## config.mk

```make
export PLATFORM = sky130hd
export DESIGN_NAME = edge_pulse_detector
export DESIGN_NICKNAME = d
export VERILOG_FILES = /design/src/rtl/edge_pulse_pkg.sv /design/src/rtl/edge_pulse_channel.sv /design/src/rtl/edge_pulse_detector.sv
export SDC_FILE = /design/constraint.sdc
export NUM_CORES = 1
export LEC_CHECK = 0
export ABC_AREA = 1
export BUFFER_PORTS_ARGS = -buffer_cell sky130_fd_sc_hd__buf_2
export CAP_MARGIN = 20
export CORE_MARGIN = 1
export CORE_UTILIZATION = 44
export DETAILED_ROUTE_END_ITERATION = 8
export PLACE_DENSITY = 0.67
export SYNTH_ARGS = -nofsm -noshare
export SYNTH_HDL_FRONTEND = slang
export SYNTH_SLANG_ARGS = --single-unit
```

## constraint.sdc

```tcl
create_clock -name clk -period 2.7 [get_ports clk]
set_input_delay 0.54 -clock clk [delete_from_list [all_inputs] [get_ports clk]]
set_output_delay 0.54 -clock clk [all_outputs]
set_load 0.1 [all_outputs]
```

## src/rtl/edge_pulse_pkg.sv

```systemverilog
// Shared edge-mode encoding and the per-channel edge qualifier.
package edge_pulse_pkg;

  typedef enum logic [1:0] {
    EDGE_RISE = 2'b00,
    EDGE_FALL = 2'b01,
    EDGE_BOTH = 2'b10,
    EDGE_OFF  = 2'b11
  } edge_mode_t;

  // Qualify a current/previous sample pair against the selected edge mode.
  function automatic logic edge_hit(input logic cur, input logic prev, input edge_mode_t mode);
    logic hit;
    hit = 1'b0;
    case (mode)
      EDGE_RISE: hit = cur & ~prev;
      EDGE_FALL: hit = ~cur & prev;
      EDGE_BOTH: hit = cur ^ prev;
      default:   hit = 1'b0;
    endcase
    return hit;
  endfunction

endpackage

```

## src/rtl/edge_pulse_channel.sv

```systemverilog
// One channel: optional 2-flop synchroniser (EDGE_PULSE_SYNC_EN), edge detector,
// retriggerable pulse stretcher and sticky edge flag.
module edge_pulse_channel
  import edge_pulse_pkg::*;
#(
  parameter int unsigned PULSE_LEN = 1
) (
  input  logic       clk,
  input  logic       reset_n,
  input  logic       signal_in,
  input  edge_mode_t edge_mode,
  input  logic       flag_clr,
  output logic       pulse_out,
  output logic       event_flag,
  output logic       detect_c
);

  localparam int unsigned CNT_W = $clog2(PULSE_LEN + 1);

  logic             sample;
  logic             signal_d;
  logic [CNT_W-1:0] cnt_q;
  logic [CNT_W-1:0] cnt_next;
  logic             flag_next;

`ifdef EDGE_PULSE_SYNC_EN
  logic sync_q1;
  logic sync_q2;

  always_ff @(posedge clk) begin
    if (!reset_n) begin
      sync_q1 <= 1'b0;
      sync_q2 <= 1'b0;
    end else begin
      sync_q1 <= signal_in;
      sync_q2 <= sync_q1;
    end
  end

  assign sample = sync_q2;
`else
  assign sample = signal_in;
`endif

  // A detection reloads the counter; otherwise it runs down and parks at zero.
  always_comb begin
    detect_c  = edge_hit(sample, signal_d, edge_mode);
    cnt_next  = cnt_q;
    flag_next = detect_c | (event_flag & ~flag_clr);
    if (detect_c) begin
      cnt_next = CNT_W'(PULSE_LEN);
    end else if (cnt_q != '0) begin
      cnt_next = cnt_q - CNT_W'(1);
    end
  end

  // pulse_out mirrors "counter non-zero" but comes straight from a flop.
  always_ff @(posedge clk) begin
    if (!reset_n) begin
      signal_d   <= 1'b0;
      cnt_q      <= '0;
      pulse_out  <= 1'b0;
      event_flag <= 1'b0;
    end else begin
      signal_d   <= sample;
      cnt_q      <= cnt_next;
      pulse_out  <= (cnt_next != '0);
      event_flag <= flag_next;
    end
  end

endmodule

```

## src/rtl/edge_pulse_detector.sv

```systemverilog
// Multi-channel edge detector with stretched pulses and sticky flags.
// Define EDGE_PULSE_SYNC_EN to add a 2-flop input synchroniser per channel.
module edge_pulse_detector
  import edge_pulse_pkg::*;
#(
  parameter int unsigned WIDTH     = 4,
  parameter int unsigned PULSE_LEN = 1
) (
  input  logic             clk,
  input  logic             reset_n,
  input  logic [WIDTH-1:0] signal_in,
  input  logic [1:0]       edge_mode,
  input  logic [WIDTH-1:0] flag_clr,
  output logic [WIDTH-1:0] pulse_out,
  output logic             any_pulse,
  output logic [WIDTH-1:0] event_flags
);

  edge_mode_t       mode;
  logic [WIDTH-1:0] detect;

  assign mode = edge_mode_t'(edge_mode);

  for (genvar i = 0; i < int'(WIDTH); i++) begin : g_ch
    edge_pulse_channel #(
      .PULSE_LEN (PULSE_LEN)
    ) u_ch (
      .clk        (clk),
      .reset_n    (reset_n),
      .signal_in  (signal_in[i]),
      .edge_mode  (mode),
      .flag_clr   (flag_clr[i]),
      .pulse_out  (pulse_out[i]),
      .event_flag (event_flags[i]),
      .detect_c   (detect[i])
    );
  end

  // One-cycle strobe per cycle with any detection, regardless of pulse length.
  always_ff @(posedge clk) begin
    if (!reset_n) begin
      any_pulse <= 1'b0;
    end else begin
      any_pulse <= |detect;
    end
  end

endmodule

```

Word-level counts from Yosys, hierarchy flattened
Cells that the tools add are included.
{"block": "op_classes", "n_addsub": 4, "n_eq_ne": 2, "mux": 12, "n_bitwise": 32, "n_reduce_logical": 2}
{"operator": "$and A1 B1 Y1", "n": 12}
{"operator": "$not A1 Y1", "n": 12}
{"operator": "$pmux W1 S3", "n": 4}
{"operator": "$mux W1", "n": 8}
{"operator": "$or A1 B1 Y1", "n": 4}
{"operator": "$reduce_or A4 Y1", "n": 1}
{"operator": "$sub A1 B1 Y1 const B", "n": 4}
{"operator": "$xor A1 B1 Y1", "n": 4}
{"operator": "$eq A2 B1 Y1 const B", "n": 1}
{"operator": "$eq A2 B2 Y1 const B", "n": 1}
{"operator": "$logic_not A2 Y1", "n": 1}
{"block": "word_totals", "regBits": 13, "inputBits": 12, "out_inout_bits": 9, "wordCells": 65}

Depth between registers and ports, before layout
Gate-level depths: netlist of run 1.
{"block": "logic_depth", "word_depth": 4, "depth_mapped": 6}

Cells and area by module
A second synthesis of run 1 with hierarchy kept.
{"block": "unflattened", "cells_unflattened": 89, "area_unflattened_um2": 666.9}
{"module": "edge_pulse_channel", "instances": 4, "cells_per_inst": 21, "area_each_um2": 157.7, "seq_area_each_um2": 60.1}
{"module": "edge_pulse_detector", "instances": 1, "cells_per_inst": 5, "area_each_um2": 36.3, "seq_area_each_um2": 20.0}

Worst setup path after synthesis of run 1
OpenSTA, ideal clock, no wires.
{"block": "synth_timing", "kind": "register to output", "start": "reg any_pulse", "end": "out any_pulse", "arrival_ps": 909, "required_ps": 2160, "slack_ps": 1251, "path_stages_with_launch": 1, "cell_sequence": "dfxtp_1"}
{"item": "from (decl)", "line": "edge_pulse_detector.sv:15", "text": "output logic any_pulse,"}
{"item": "from (signal assigned)", "line": "edge_pulse_detector.sv:44", "text": "any_pulse <= |detect;"}
No word-level cell between the ends.

Worst setup path after layout of run 1
{"block": "layout_timing", "start": "reg g_ch[1].u_ch.event_flag", "end": "out event_flags[1]"}
{"item": "from (decl)", "line": "edge_pulse_channel.sv:14", "text": "output logic event_flag,"}
{"item": "from (signal assigned)", "line": "edge_pulse_channel.sv:68", "text": "event_flag <= flag_next;"}
{"item": "to (decl)", "line": "edge_pulse_detector.sv:16", "text": "output logic [WIDTH-1:0] event_flags"}
No word-level cell between the ends.

==> impl_metrics.csv, run 1 <==
group,metric,value,unit
routing,drt-initial-drc-count,2,
power_and_ir_drop,p_per_area,601.1,nW/um^2
grt,grt_overflow,0,
power_and_ir_drop,net-switching-power,167.9,uW
clocking,tritoncts,"yes",
yosys,yosys-top-cells-area,"dfxtp_1 (38%), ha_1 (15%), inv_1 (12%), buf_4 (8.8%), nand2_1 (6.6%)",
timing,max_slew_margin,67.58,%
power_and_ir_drop,peakVddDrop,287.2,uV
yosys,syn_area,680.7,sq um
placement,pre_cts_ws,1.238,ns
grt,grt_pass1_wl,1614,um
yosys,ys_ff_latch,13,
power_and_ir_drop,power.internal,289.3,uW
timing,post-route-period-util,57.96,%
worst_setup_path,worstPathMaxFanout,2,
layout,final_core_util,55.68,%
power_and_ir_drop,p_sw_share,36.73,%
clocking,clockBufferDepth,2,
die,die_h,41.33,um
layout,n_antenna_cell,0,
power_and_ir_drop,p_comb_share,28.6,%
hold_path,hold_class,"in2reg",
timing,fin_tns_setup,0,ns
worst_setup_path,worstPathCellList,"buf_2",
routing,routedWlPerCell,8.991,um
clocking,cts_hold_buf,0,
clocking,clk_pin_slew,0.08,ns
yosys,synth.top_cell.area_share,38.24,%
worst_setup_path,r2r_cells,5,
die,ios,21,
clocking,clk-insertion-delay-late,0.27,ns
worst_setup_path,crit_path_start_kind,"register",
timing,finalWorstSetupSlack,1.135,ns
worst_setup_path,r2r-end,"any_pulse",
die,initial_utilization,49.82,%
clocking,numCtsBuffers,3,
worst_setup_path,cpLargestDelayFamily,"buffers and inverters",
worst_setup_path,crit_path_max_incr_delay,0.42,ns
timing,post-route-min-period,1.565,ns
grt,grt_start_max_net_pins,10,
routing,drtAntennaViolNets,0,
routing,routed_wl,1034,um
clocking,clock-sinks,13,
worst_setup_path,reg2reg_from,"g_ch[3].u_ch.signal_d",
yosys,syn-num-nets,105,
hold_path,hold_start,"flag_clr[1]",
clocking,post-cts-setup-buffer-count,0,
layout,drive_gt1_share,27.00,%
routing,drtPass1Iterations,4,
worst_setup_path,slowest_stage,"buf_2",
worst_setup_path,cp.arrival,1.02,ns
timing,fin_worst_skew,0.007545,ns
clocking,root_buffer,"clkbuf_4",
timing,setup_viol,0,
power_and_ir_drop,seq_power_share,45.8,%
hold_path,hold_depth,2,
timing,hold_viol,0,
placement,dp_hpwl,819.3,um
grt,antenna_found_initial,0,
die,die_area,1708,sq um
worst_setup_path,rrSetupSlack,1.62,ns
grt,track_usage,15.17,%
yosys,yosysWarnings,0,
power_and_ir_drop,leakagePower,0.4623,nW
routing,drc,0,
placement,portBuffers,20,
routing,via_count,524,
yosys,netlist_instances,85,
layout,area_growth,11.76,%
timing,report.final.slew_viol_count,0,
yosys,synth_top_cell_by_area,"dfxtp_1",
die,num_rows,13,
yosys,syn_avg_cell_area,8.008,sq um
routing,routed_via_density,4.557,
yosys,synth.distinct_cells,14,
timing,worst_pin_slew,0.4896,ns
grt,grt_pass1_vias,436,
hold_path,holdPathEnd,"g_ch[1].u_ch.event_flag",
worst_setup_path,setup.worst_path.class,"reg2out",
layout,nets,121,
timing,fmax,639.1,MHz
placement,gp_congestion,0.7381,
run_status,status,"completed",
worst_setup_path,path_buf_inv,1,
yosys,ys_seq_area_share,38.24,%
run,cap_viol_max_count,0,
power_and_ir_drop,clkPwrFrac,25.6,%
worst_setup_path,end_kind,"primary output",
clocking,cts-resized-gates,0,
timing,rsz0062_at_grt,"no",
worst_setup_path,crit_required,2.16,ns
die,core,1366,sq um
die,die_w,41.33,um
clocking,htreeDepth,1,
sequential cells by signal (all words and copies together) (netlist names):
name and cells:
any_pulse 1, g_ch.u_ch.pulse_out 3, g_ch.u_ch.signal_d 4, g_ch.u_ch.cnt_q 1, g_ch.u_ch.event_flag 4
how the worst max path moves through the flow:
stage,from,end,slack (ns),depth (start not counted)
after detailed placement,signal_in[3],any_pulse,1.24,7
after CTS,g_ch[1].u_ch.event_flag,event_flags[1],1.12,1
after global routing,g_ch[2].u_ch.event_flag,event_flags[2],1.07,1
after floorplan,any_pulse,any_pulse,1.25,0
final,g_ch[1].u_ch.event_flag,event_flags[1],1.14,1
after global placement,signal_in[3],any_pulse,1.26,7
layer usage:
metal  global-route usage, %  wire length [um]  share of wire, %
met1                   15.76               449                43
met2                   25.00               476                46
met3                   7.979                87               8.4
met4                   7.258                20               1.9
met5                       0                 0                 0
power groups by stage:
stage	registers, mW	logic (mW)	clock network, mW
after floorplan	0.226	0.104	0
after global placement	0.214	0.131	0
after detailed placement	0.214	0.132	0
after CTS	0.210	0.132	0.123
after global routing	0.212	0.142	0.133
final	0.209	0.131	0.117
Yosys cell counts:
library cell,n
nand3_2,1
nand3b_1,4
buf_2,1
dfxtp_1,13
buf_4,8
nor2_2,1
ha_1,8
o31ai_1,4
nand2_1,12
inv_2,2
nand3_1,7
nor2_1,2
a21oi_1,1
inv_1,21
metrics by stage:
| stage | power (mW) | area (sq um) | hold WS, ns | std cells |
|---|---|---|---|---|
| CTS | 0.4649 | 760.7 | 0.4378 | 115 |
| global placement | 0.3444 | 734.5 | 0.4457 | 111 |
| detailed placement | 0.3458 | 734.5 | 0.4497 | 111 |
| floorplan | 0.3301 | 680.7 | 0.4390 | 85 |
| finish | 0.4573 | 760.7 | 0.4432 | 115 |
| global route | 0.4866 | 760.7 | 0.4319 | 115 |
kinds of logic (layout without fill, tap and decap cells):
| logic type | Yosys count | in the layout | synth area share, % |
|---|---|---|---|
| adders and majority gates | 8 | 8 | 14.71 |
| DFF | 13 | 13 | 38.24 |
| AOI/OAI and AO/OA | 5 | 5 | 5.147 |
| and+or+nand+nor | 27 | 27 | 19.67 |
| buffers and inverters | 32 | 47 | 22.24 |
layout make-up:
cell class	instances	area, sq um
clock buffers	4	26.28
well taps	15	18.77
repair buffers	20	100.1
flip-flops and latches	13	260.3
multi-input cells	40	269.0
fillers	158	605.6
inverters	23	86.33
placed cells by master, fill, tap and decap left out:
master,netlist,layout
inv_1,21,21
buf_2,1,20
dfxtp_1,13,13
nand2_1,12,12
ha_1,8,8
nand3_1,7,7
nand3b_1,4,4
o31ai_1,4,4
clkbuf_4,0,3
inv_2,2,2
nor2_1,2,2
nor2_2,1,1
nand3_2,1,1
a21oi_1,1,1
clkbuf_1,0,1
(Power assumes the default switching activity.)
==> run 2, diff against run 1 <==
==> constraint.sdc (replaced) <==
create_clock -name clk -period 1.5 [get_ports clk]
set_input_delay 0.3 -clock clk [delete_from_list [all_inputs] [get_ports clk]]
set_output_delay 0.3 -clock clk [all_outputs]
set_load 0.1 [all_outputs]
==> impl_metrics.csv, run 2 (synthesized netlist as in run 1, its figures left out) <==
group,metric,value,unit
timing,fin_tns_setup,0,ns
placement,dp_cells,111,
worst_setup_path,slowest_stage,"buf_2",
routing,routed_wl,1040,um
grt,grt_start_max_net_pins,10,
clocking,cts-resized-gates,0,
timing,max_slew_margin,67.77,%
worst_setup_path,path_buf_inv,1,
layout,mostFrequentLayoutCell,"inv_1",
grt,track_usage,14.25,%
timing,report.final.slew_viol_count,0,
clocking,clk-insertion-delay-late,0.27,ns
worst_setup_path,crit_path_start_kind,"register",
die,die_w,41.33,um
worst_setup_path,worstPathCellList,"buf_2",
layout,drive_gt1_share,27.00,%
clocking,htreeDepth,1,
layout,reg_top3,"g_ch.u_ch.event_flag (4), g_ch.u_ch.signal_d (4), g_ch.u_ch.pulse_out (3)",
layout,mostFrequentLayoutCells,"inv_1 (21), buf_2 (20), dfxtp_1 (13), nand2_1 (12), ha_1 (8)",
worst_setup_path,cpLargestDelayFamily,"buffers and inverters",
routing,routed_via_density,4.687,
die,die_h,41.33,um
worst_setup_path,crit_required,1.20,ns
worst_setup_path,crit_path_max_incr_delay,0.42,ns
layout,nets,121,
routing,via_count,539,
routing,drtAntennaViolNets,0,
clocking,clk_pin_slew,0.07,ns
hold_path,hold_class,"in2reg",
run,cap_viol_max_count,0,
power_and_ir_drop,p_sw_share,36.28,%
routing,drc,0,
worst_setup_path,worstPathMaxFanout,2,
layout,n_antenna_cell,0,
power_and_ir_drop,p_per_area,1074,nW/um^2
worst_setup_path,setup.worst_path.class,"reg2out",
worst_setup_path,cp.arrival,1.02,ns
power_and_ir_drop,peakVddDrop,495.7,uV
grt,antenna_found_initial,0,
routing,routedWlPerCell,9.043,um
timing,post-route-period-util,87.71,%
grt,grt_pass1_vias,441,
power_and_ir_drop,net-switching-power,296.5,uW
power_and_ir_drop,seq_power_share,46.2,%
grt,grt_pass1_wl,1559,um
power_and_ir_drop,leakagePower,0.4623,nW
timing,fmax,760.1,MHz
timing,post-route-min-period,1.316,ns
clocking,post-cts-setup-buffer-count,0,
clocking,tritoncts,"yes",
timing,fin_worst_skew,0.004535,ns
power_and_ir_drop,p_comb_share,28.9,%
timing,hold_viol,0,
clocking,cts_hold_buf,0,
routing,drtPass1Iterations,4,
clocking,root_buffer,"clkbuf_4",
placement,gp_congestion,0.7382,
die,num_rows,13,
timing,rsz0062_at_grt,"no",
grt,grt_overflow,0,
die,initial_utilization,49.82,%
die,die_area,1708,sq um
power_and_ir_drop,clkPwrFrac,24.9,%
timing,setup_viol,0,
placement,portBuffers,20,
routing,drt-initial-drc-count,7,
clocking,clockBufferDepth,2,
power_and_ir_drop,power.internal,520.7,uW
die,core,1366,sq um
layout,instances_no_fill,115,
timing,worst_pin_slew,0.4868,ns
placement,dp_hpwl,842.8,um
clocking,clock-sinks,13,
die,ios,21,
layout,area_growth,11.76,%
worst_setup_path,end_kind,"primary output",
clocking,numCtsBuffers,3,
run_status,status,"completed",
## run 2: cell counts in the layout (fill, tap and decap cells not counted)
Identical to the previous run, type by type.
## run 2: power groups by stage
stage / combinational, mW / sequential (mW) / clock [mW]
after floorplan: 0.187 / 0.407 / 0
after global placement: 0.235 / 0.385 / 0
after detailed placement: 0.237 / 0.386 / 0
after CTS: 0.238 / 0.378 / 0.212
after global routing: 0.256 / 0.382 / 0.236
final: 0.236 / 0.377 / 0.204
## run 2: stage by stage
| step | hold WS [ns] | util (%) | cell area, sq um | total power [mW] | setup WS (ns) |
|---|---|---|---|---|---|
| after global placement | 0.4457 | 53.75 | 734.5 | 0.6198 | 0.3006 |
| after global routing | 0.2004 | 55.68 | 760.7 | 0.8735 | 0.1065 |
| final | 0.2078 | 55.68 | 760.7 | 0.8172 | 0.1843 |
| after detailed placement | 0.4501 | 53.75 | 734.5 | 0.6231 | 0.2927 |
| after floorplan | 0.3935 | - | 680.7 | 0.5942 | 0.2910 |
| after CTS | 0.2043 | 55.68 | 760.7 | 0.8283 | 0.1734 |
## run 2: final timing paths
check	from	endpoint	slack, ns	depth (start not counted)
worst min-delay path	flag_clr[2]	g_ch[2].u_ch.event_flag	0.21	2
worst min register to register	g_ch[2].u_ch.event_flag	g_ch[2].u_ch.event_flag	0.46	2
worst max-delay path	g_ch[1].u_ch.event_flag	event_flags[1]	0.18	1
worst max register to register	g_ch[3].u_ch.signal_d	g_ch[3].u_ch.event_flag	0.43	5
## run 2: layout make-up
class / count / area, sq um
inverters: 23 / 86.33
clock buffers: 4 / 26.28
multi-input cells: 40 / 269.0
fillers: 153 / 605.6
repair buffers: 20 / 100.1
flip-flops and latches: 13 / 260.3
well taps: 15 / 18.77
## run 2: routing by layer
metal	GRT usage [%]	part of all wire (%)	routed length, um
met2	24.61	45	473
met5	0	0	0
met4	7.258	1.3	14
met3	4.787	5.1	53
met1	15.34	48	498
